[src/rtl/store_pkg.sv]
// Shared definitions for the store alignment unit: funct3 size codes,
// FSM state encoding and the per-size base byte masks.
package store_pkg;

   localparam logic [2:0] SZ_BYTE = 3'b000;
   localparam logic [2:0] SZ_HALF = 3'b001;
   localparam logic [2:0] SZ_WORD = 3'b010;

   localparam logic [3:0] MASK_BYTE = 4'b0001;
   localparam logic [3:0] MASK_HALF = 4'b0011;
   localparam logic [3:0] MASK_WORD = 4'b1111;

   typedef enum logic [1:0] {IDLE, LO, HI} st_e;

   // Unknown encodings store a full word, same as SZ_WORD.
   function automatic logic [3:0] base_mask(input logic [2:0] size);
      case (size)
         SZ_BYTE: base_mask = MASK_BYTE;
         SZ_HALF: base_mask = MASK_HALF;
         SZ_WORD: base_mask = MASK_WORD;
         default: base_mask = MASK_WORD;
      endcase
   endfunction

   function automatic logic [31:0] byte_expand(input logic [3:0] mask);
      byte_expand = {{8{mask[3]}}, {8{mask[2]}}, {8{mask[1]}}, {8{mask[0]}}};
   endfunction

endpackage

[src/rtl/store_align_unit_if.sv]
// Request and memory-write handshake bundle of the store alignment unit.
// slave = the unit itself, master = the execute stage / memory environment.
interface store_align_unit_if #(
   parameter int ADDR_W = 32
);
   logic              req_valid;
   logic              req_ready;
   logic [ADDR_W-1:0] req_addr;
   logic [31:0]       req_wdata;
   logic [2:0]        req_size;
   logic              mem_valid;
   logic              mem_ready;
   logic [ADDR_W-1:0] mem_addr;
   logic [31:0]       mem_wdata;
   logic [3:0]        mem_wmask;
   logic              done;
   logic              misalign_err;

   modport slave (
      input  req_valid, req_addr, req_wdata, req_size, mem_ready,
      output req_ready, mem_valid, mem_addr, mem_wdata, mem_wmask, done, misalign_err
   );

   modport master (
      output req_valid, req_addr, req_wdata, req_size, mem_ready,
      input  req_ready, mem_valid, mem_addr, mem_wdata, mem_wmask, done, misalign_err
   );
endinterface

[src/rtl/store_lane_shift.sv]
// Combinational size decode and lane shift: spreads a store over a 64-bit
// window (two words) and reports whether the upper word is touched.
module store_lane_shift
   import store_pkg::*;
(
   input  logic [1:0]  off,
   input  logic [2:0]  size,
   input  logic [31:0] data,
   output logic [31:0] lo_data,
   output logic [31:0] hi_data,
   output logic [3:0]  lo_mask,
   output logic [3:0]  hi_mask,
   output logic        split
);
   logic [3:0]  base;
   logic [31:0] data_sz;
   logic [63:0] wide;
   logic [7:0]  mask8;

   always_comb begin
      base    = base_mask(size);
      data_sz = data & byte_expand(base);
      wide    = {32'b0, data_sz} << {off, 3'b000};
      mask8   = {4'b0, base} << off;
   end

   assign lo_data = wide[31:0];
   assign hi_data = wide[63:32];
   assign lo_mask = mask8[3:0];
   assign hi_mask = mask8[7:4];
   assign split   = |mask8[7:4];

endmodule

[src/rtl/store_align_unit.sv]
// Store alignment unit: turns a byte-addressed store into one or two
// word-aligned write beats. Build option: MISALIGN_TRAP_EN rejects splitting stores.
module store_align_unit
   import store_pkg::*;
#(
   parameter int ADDR_W = 32
) (
   input logic clk,
   input logic rst,
   store_align_unit_if.slave bus
);
   st_e state, state_nx;

   logic [31:0] lo_data, hi_data;
   logic [3:0]  lo_mask, hi_mask;
   logic        split, trap, latch;

   logic [31:0] hi_data_p0;
   logic [3:0]  hi_mask_p0;
   logic        split_p0;

   logic              valid_p1, valid_nx;
   logic [ADDR_W-1:0] addr_p1, addr_nx;
   logic [31:0]       wdata_p1, wdata_nx;
   logic [3:0]        wmask_p1, wmask_nx;
   logic              done_p1, done_nx;

   store_lane_shift u_shift (
      .off     (bus.req_addr[1:0]),
      .size    (bus.req_size),
      .data    (bus.req_wdata),
      .lo_data (lo_data),
      .hi_data (hi_data),
      .lo_mask (lo_mask),
      .hi_mask (hi_mask),
      .split   (split)
   );

`ifdef MISALIGN_TRAP_EN
   logic err_p1;
   assign trap = split;

   always_ff @(posedge clk or posedge rst) begin
      if (rst) err_p1 <= 1'b0;
      else     err_p1 <= (state == IDLE) && bus.req_valid && trap;
   end

   assign bus.misalign_err = err_p1;
`else
   assign trap             = 1'b0;
   assign bus.misalign_err = 1'b0;
`endif

   always_comb begin
      state_nx = state;
      valid_nx = valid_p1;
      addr_nx  = addr_p1;
      wdata_nx = wdata_p1;
      wmask_nx = wmask_p1;
      done_nx  = 1'b0;
      latch    = 1'b0;
      case (state)
         IDLE: begin
            if (bus.req_valid && !trap) begin
               latch    = 1'b1;
               state_nx = LO;
               valid_nx = 1'b1;
               addr_nx  = {bus.req_addr[ADDR_W-1:2], 2'b00};
               wdata_nx = lo_data;
               wmask_nx = lo_mask;
            end
         end
         LO: begin
            if (bus.mem_ready) begin
               if (split_p0) begin
                  state_nx = HI;
                  addr_nx  = addr_p1 + ADDR_W'(4);
                  wdata_nx = hi_data_p0;
                  wmask_nx = hi_mask_p0;
               end else begin
                  state_nx = IDLE;
                  valid_nx = 1'b0;
                  addr_nx  = '0;
                  wdata_nx = '0;
                  wmask_nx = '0;
                  done_nx  = 1'b1;
               end
            end
         end
         HI: begin
            if (bus.mem_ready) begin
               state_nx = IDLE;
               valid_nx = 1'b0;
               addr_nx  = '0;
               wdata_nx = '0;
               wmask_nx = '0;
               done_nx  = 1'b1;
            end
         end
         default: state_nx = IDLE;
      endcase
   end

   // p0: upper beat held while the lower beat drains
   always_ff @(posedge clk) begin
      if (latch) begin
         hi_data_p0 <= hi_data;
         hi_mask_p0 <= hi_mask;
      end
   end

   // p1: registered bus outputs and FSM state
   always_ff @(posedge clk or posedge rst) begin
      if (rst) begin
         state    <= IDLE;
         split_p0 <= 1'b0;
         valid_p1 <= 1'b0;
         addr_p1  <= '0;
         wdata_p1 <= '0;
         wmask_p1 <= '0;
         done_p1  <= 1'b0;
      end else begin
         state    <= state_nx;
         if (latch) split_p0 <= split;
         valid_p1 <= valid_nx;
         addr_p1  <= addr_nx;
         wdata_p1 <= wdata_nx;
         wmask_p1 <= wmask_nx;
         done_p1  <= done_nx;
      end
   end

   assign bus.req_ready = (state == IDLE);
   assign bus.mem_valid = valid_p1;
   assign bus.mem_addr  = addr_p1;
   assign bus.mem_wdata = wdata_p1;
   assign bus.mem_wmask = wmask_p1;
   assign bus.done      = done_p1;

endmodule

[src/flat_wrapper.sv]
// flat-port wrapper written by rule: the top's interface ports become plain ports
module store_align_unit_flat import store_pkg::*;
#(
   parameter int ADDR_W = 32
)
  (clk, rst, bus_req_valid, bus_req_addr, bus_req_wdata, bus_req_size, bus_mem_ready, bus_req_ready, bus_mem_valid, bus_mem_addr, bus_mem_wdata, bus_mem_wmask, bus_done, bus_misalign_err);
  store_align_unit_if #(.ADDR_W(ADDR_W)) bus_i ();
  input logic clk;
  input logic rst;
  input wire logic [$bits(bus_i.req_valid)-1:0] bus_req_valid;
  input wire logic [$bits(bus_i.req_addr)-1:0] bus_req_addr;
  input wire logic [$bits(bus_i.req_wdata)-1:0] bus_req_wdata;
  input wire logic [$bits(bus_i.req_size)-1:0] bus_req_size;
  input wire logic [$bits(bus_i.mem_ready)-1:0] bus_mem_ready;
  output wire logic [$bits(bus_i.req_ready)-1:0] bus_req_ready;
  output wire logic [$bits(bus_i.mem_valid)-1:0] bus_mem_valid;
  output wire logic [$bits(bus_i.mem_addr)-1:0] bus_mem_addr;
  output wire logic [$bits(bus_i.mem_wdata)-1:0] bus_mem_wdata;
  output wire logic [$bits(bus_i.mem_wmask)-1:0] bus_mem_wmask;
  output wire logic [$bits(bus_i.done)-1:0] bus_done;
  output wire logic [$bits(bus_i.misalign_err)-1:0] bus_misalign_err;
  assign bus_i.req_valid = bus_req_valid;
  assign bus_i.req_addr = bus_req_addr;
  assign bus_i.req_wdata = bus_req_wdata;
  assign bus_i.req_size = bus_req_size;
  assign bus_i.mem_ready = bus_mem_ready;
  assign bus_req_ready = bus_i.req_ready;
  assign bus_mem_valid = bus_i.mem_valid;
  assign bus_mem_addr = bus_i.mem_addr;
  assign bus_mem_wdata = bus_i.mem_wdata;
  assign bus_mem_wmask = bus_i.mem_wmask;
  assign bus_done = bus_i.done;
  assign bus_misalign_err = bus_i.misalign_err;
  store_align_unit #(.ADDR_W(ADDR_W)) u_core (.clk(clk), .rst(rst), .bus(bus_i));
endmodule
[config.mk]
export PLATFORM = sky130hd
export DESIGN_NAME = store_align_unit_flat
export DESIGN_NICKNAME = d
export VERILOG_FILES = /design/src/rtl/store_pkg.sv /design/src/rtl/store_align_unit_if.sv /design/src/rtl/store_lane_shift.sv /design/src/rtl/store_align_unit.sv /design/src/flat_wrapper.sv
export SDC_FILE = /design/constraint.sdc
export NUM_CORES = 1
export LEC_CHECK = 0
export CAP_MARGIN = 0
export CORE_UTILIZATION = 25
export CTS_CLUSTER_DIAMETER = 120
export DETAILED_ROUTE_END_ITERATION = 16
export GPL_TIMING_DRIVEN = 0
export SETUP_SLACK_MARGIN = 0.5
export SYNTH_ARGS = -nofsm -noshare
export SYNTH_HDL_FRONTEND = slang
export SYNTH_HIERARCHICAL = 1
export SYNTH_SLANG_ARGS = --single-unit
[constraint.sdc]
create_clock -name clk -period 2.9 [get_ports clk]
set_input_delay 0.58 -clock clk [delete_from_list [all_inputs] [get_ports clk]]
set_output_delay 0.58 -clock clk [all_outputs]
set_load 0.01 [all_outputs]
==> flow_metrics.py <==
metrics = {
    "worst_hold_path": {
        "holdPathStages": 2,
        "hold_end": "u_core/bus.mem_wdata[4]",
        "hp-class": "flop to flop",
        "min_from": "u_core/bus.mem_wdata[4]",
    },
    "setup_path": {
        "critPathKind": "input port to flop",
        "worstReg2RegEnd": "u_core/bus.mem_addr[29]",
        "rrSetupSlack_ns": 0.58,
        "worstPathArrival_ns": 2.59,
        "cp_cell_sequence": "clkdlybuf4s50_1 -> o21ba_2 -> or3_4 -> or4_4 -> o311ai_2",
        "worstReg2RegStart": "u_core/state[0]",
        "startpoint_type": "input port",
        "cp_slowest_cell": "or4_4",
        "cpPeakStageDelay_ns": 0.60,
        "path_max_fanout": 5,
        "rr_worst_depth": 6,
        "critPathRequiredTime_ns": 3.16,
        "end_kind": "flop",
    },
    "grt": {
        "grt_pass1_vias": 5555,
        "antenna_found_initial": 0,
        "grt-ovfl-total": 0,
        "grt_max_degree": 50,
        "grt_use_total_pct": 17.07,
        "grt_pass1_wl_mm": 31.67,
    },
    "floorplanning": {
        "initial_utilization_pct": 25.40,
        "die-width_um": 156.2,
        "io_pins": 143,
        "rows": 56,
        "core_um2": 23400,
        "die_area_um2": 24400,
        "die_height_um": 156.2,
    },
    "synth": {
        "ys_seq_area_share_pct": 48.07,
        "syn_inst": 620,
        "yosysUniqueCellTypes": 53,
        "synth.avg_cell_area_um2": 9.588,
        "synth_common_cells": "106 x nor2_1, 71 x dfrtp_1, 37 x a221oi_1",
        "synth_area_um2": 5944,
        "synth_top_area_cell": "dfrtp_1",
        "async_flop_share_pct": 66.36,
        "yosys_warnings": 6,
        "synth.area.top_cells": "dfrtp_1 30%, edfxtp_1 18%, nor2_1 6.7%",
        "ys.flop_type": "dfrtp_1",
        "synth_top_cell_area_share_pct": 29.89,
        "synth_edf_count": 36,
        "synth-seq-cells": 107,
        "synth.most_common_cell": "nor2_1",
    },
    "clock_network": {
        "clk-insertion-delay-late_ns": 0.35,
        "cts-htree-levels": 3,
        "clk_pin_slew_ns": 0.08,
        "cts_tree": "built",
        "cts.sinks": 107,
        "cts_inserted_buffers": 9,
        "cts_buffer_depth": 2,
        "cts-root-buf": "clkbuf_16",
    },
    "power": {
        "ir_drop_v": 0.0003479,
        "cellLeakagePower_nw": 3.223,
        "power.density_nw_per_um2": 1007,
    },
    "sta": {
        "clock.fmax_mhz": 428.2,
        "setup_viol": 0,
        "maxSlewHeadroom_pct": 37.51,
        "setup_tns_ns": 0,
        "maxSlewViolCount": 0,
        "hold_violations": 0,
        "skew_ns": 0.01283,
        "grt_setup_unrepaired": "yes",
        "min_period_ns": 2.336,
        "post-route-period-util_pct": 80.54,
        "worst-slew-pin-transition_ns": 0.9373,
    },
    "cells_and_area": {
        "n_antenna_cell": 0,
        "drive_gt1_share_pct": 12.72,
        "nNetsFinal": 858,
        "final_cells": 1105,
        "area_delta_synth_final_pct": 38.37,
    },
    "routing": {
        "drtAntennaViolNets": 0,
        "drc": 0,
        "vias": 5646,
        "wl_per_cell_um": 18.50,
        "via_per_inst": 5.110,
        "routed_wl_mm": 20.45,
        "firstDrtPassIters": 6,
        "initialDrtViolationCount": 383,
    },
    "placement": {
        "routabilityCongestion": 0.9008,
        "dp_hpwl_mm": 15.25,
        "place_inst": 1087,
        "port_buffers": 137,
    },
    "run": {
        "drv_cap": 0,
    },
    "run_status": {
        "outcome": "complete, no violations",
    },
}
-- metrics by stage --
step | worst slack, ns | hold slack (ns) | cell area, um^2 | power, mW | util (%)
2_1_floorplan | 0.5234 | 0.4743 | 5982 | 4.915 | -
3_3_place_gp | -0.9283 | 0.4874 | 7752 | 6.849 | 33.13
3_5_place_dp | -0.3247 | 0.4993 | 7784 | 6.905 | 33.26
4_1_cts | 0.4104 | 0.5154 | 8119 | 8.240 | 34.69
5_1_grt | 0.4710 | 0.5332 | 8225 | 8.917 | 35.15
6_report | 0.5645 | 0.5072 | 8225 | 8.287 | 35.15
-- what timing repair did --
item,in CTS,in global routing
setup endpoints to repair,64,63
buffers inserted,0,2
resized for setup,18,35
pin swaps,0,0
hold buffers,0,0
-- layout make-up --
| cell class | instances | area [um^2] |
|---|---|---|
| plain buffers | 58 | 341.6 |
| clock buffers | 11 | 232.7 |
| clock inverters | 5 | 53.80 |
| fillers | 2417 | 15180 |
| inverters | 19 | 73.82 |
| multi-input cells | 446 | 2853 |
| flip-flops and latches | 107 | 2858 |
| well taps | 319 | 399.1 |
| repair buffers | 140 | 1414 |
-- logic make-up (layout without fill, tap and decap cells) --
family | count (synthesis) | in the layout | share of synthesized area, %
and+or+nand+nor | 241 | 241 | 19.66
DFF | 107 | 107 | 48.07
other | 2 | 12 | 0.1263
muxes | 24 | 24 | 4.231
adders and majority gates | 6 | 6 | 1.263
buffers and inverters | 77 | 233 | 6.377
AOI/OAI and AO/OA | 163 | 163 | 20.27
-- layout by cell type, fill, tap and decap left out, types with 20 or more instances in the layout --
| cell type | Yosys | layout |
|---|---|---|
| clkdlybuf4s50_1 | 0 | 137 |
| nor2_1 | 106 | 106 |
| dfrtp_1 | 71 | 71 |
| edfxtp_1 | 36 | 36 |
| o21ai_0 | 35 | 35 |
| nand2_1 | 28 | 28 |
| a221oi_1 | 37 | 26 |
| a21oi_1 | 24 | 24 |
| buf_4 | 16 | 20 |
-- power by group --
part / switching, mW / total [mW] / leakage (nW) / internal [mW]
sequential: 0.478 / 2.70 / 1.23 / 2.22
clock: 0.570 / 1.24 / 0.144 / 0.671
combinational: 2.44 / 4.35 / 1.85 / 1.90
total: 3.49 / 8.29 / 3.22 / 4.79
-- per-layer routing --
| layer | vias to the layer above | share of wire, % | GRT usage (%) |
|---|---|---|---|
| met5 | - | 0 | 0 |
| met2 | 235 | 46 | 27.66 |
| met3 | 23 | 8.5 | 4.222 |
| met1 | 2755 | 44 | 22.68 |
| met4 | 0 | 1.3 | 4.202 |
| li1 | 2633 | - | - |
-- worst max path at each step --
stage | endpoint | depth (start not counted) | start | slack (ns)
final | u_core/bus.mem_addr[29] | 5 | bus_mem_ready | 0.56
after floorplan | u_core/bus.done | 1 | rst | 0.52
after CTS | u_core/bus.mem_addr[7] | 8 | u_core/state[1] | 0.41
after global routing | u_core/bus.mem_addr[15] | 8 | u_core/state[0] | 0.47
after detailed placement | u_core/bus.mem_addr[7] | 7 | bus_mem_ready | -0.32
after global placement | u_core/bus.mem_wdata[18] | 2 | rst | -0.93
-- worst max-delay path: cells and delay by family --
kind	cells	cell delay, ns
AOI/OAI and AO/OA	2	0.48
buffers and inverters	1	0.53
and+or+nand+nor	2	1.00
-- state kept, by name, summed over array words and instances, names as in the netlist --
register	cells
u_core/hi_mask_p0	4
u_core/split_p0	1
u_core/bus.mem_wmask	4
u_core/state	2
u_core/bus.mem_wdata	32
u_core/hi_data_p0	32
u_core/bus.mem_valid	1
u_core/bus.mem_addr	30
u_core/bus.done	1
Note: power is estimated with default switching activity, not from simulation.
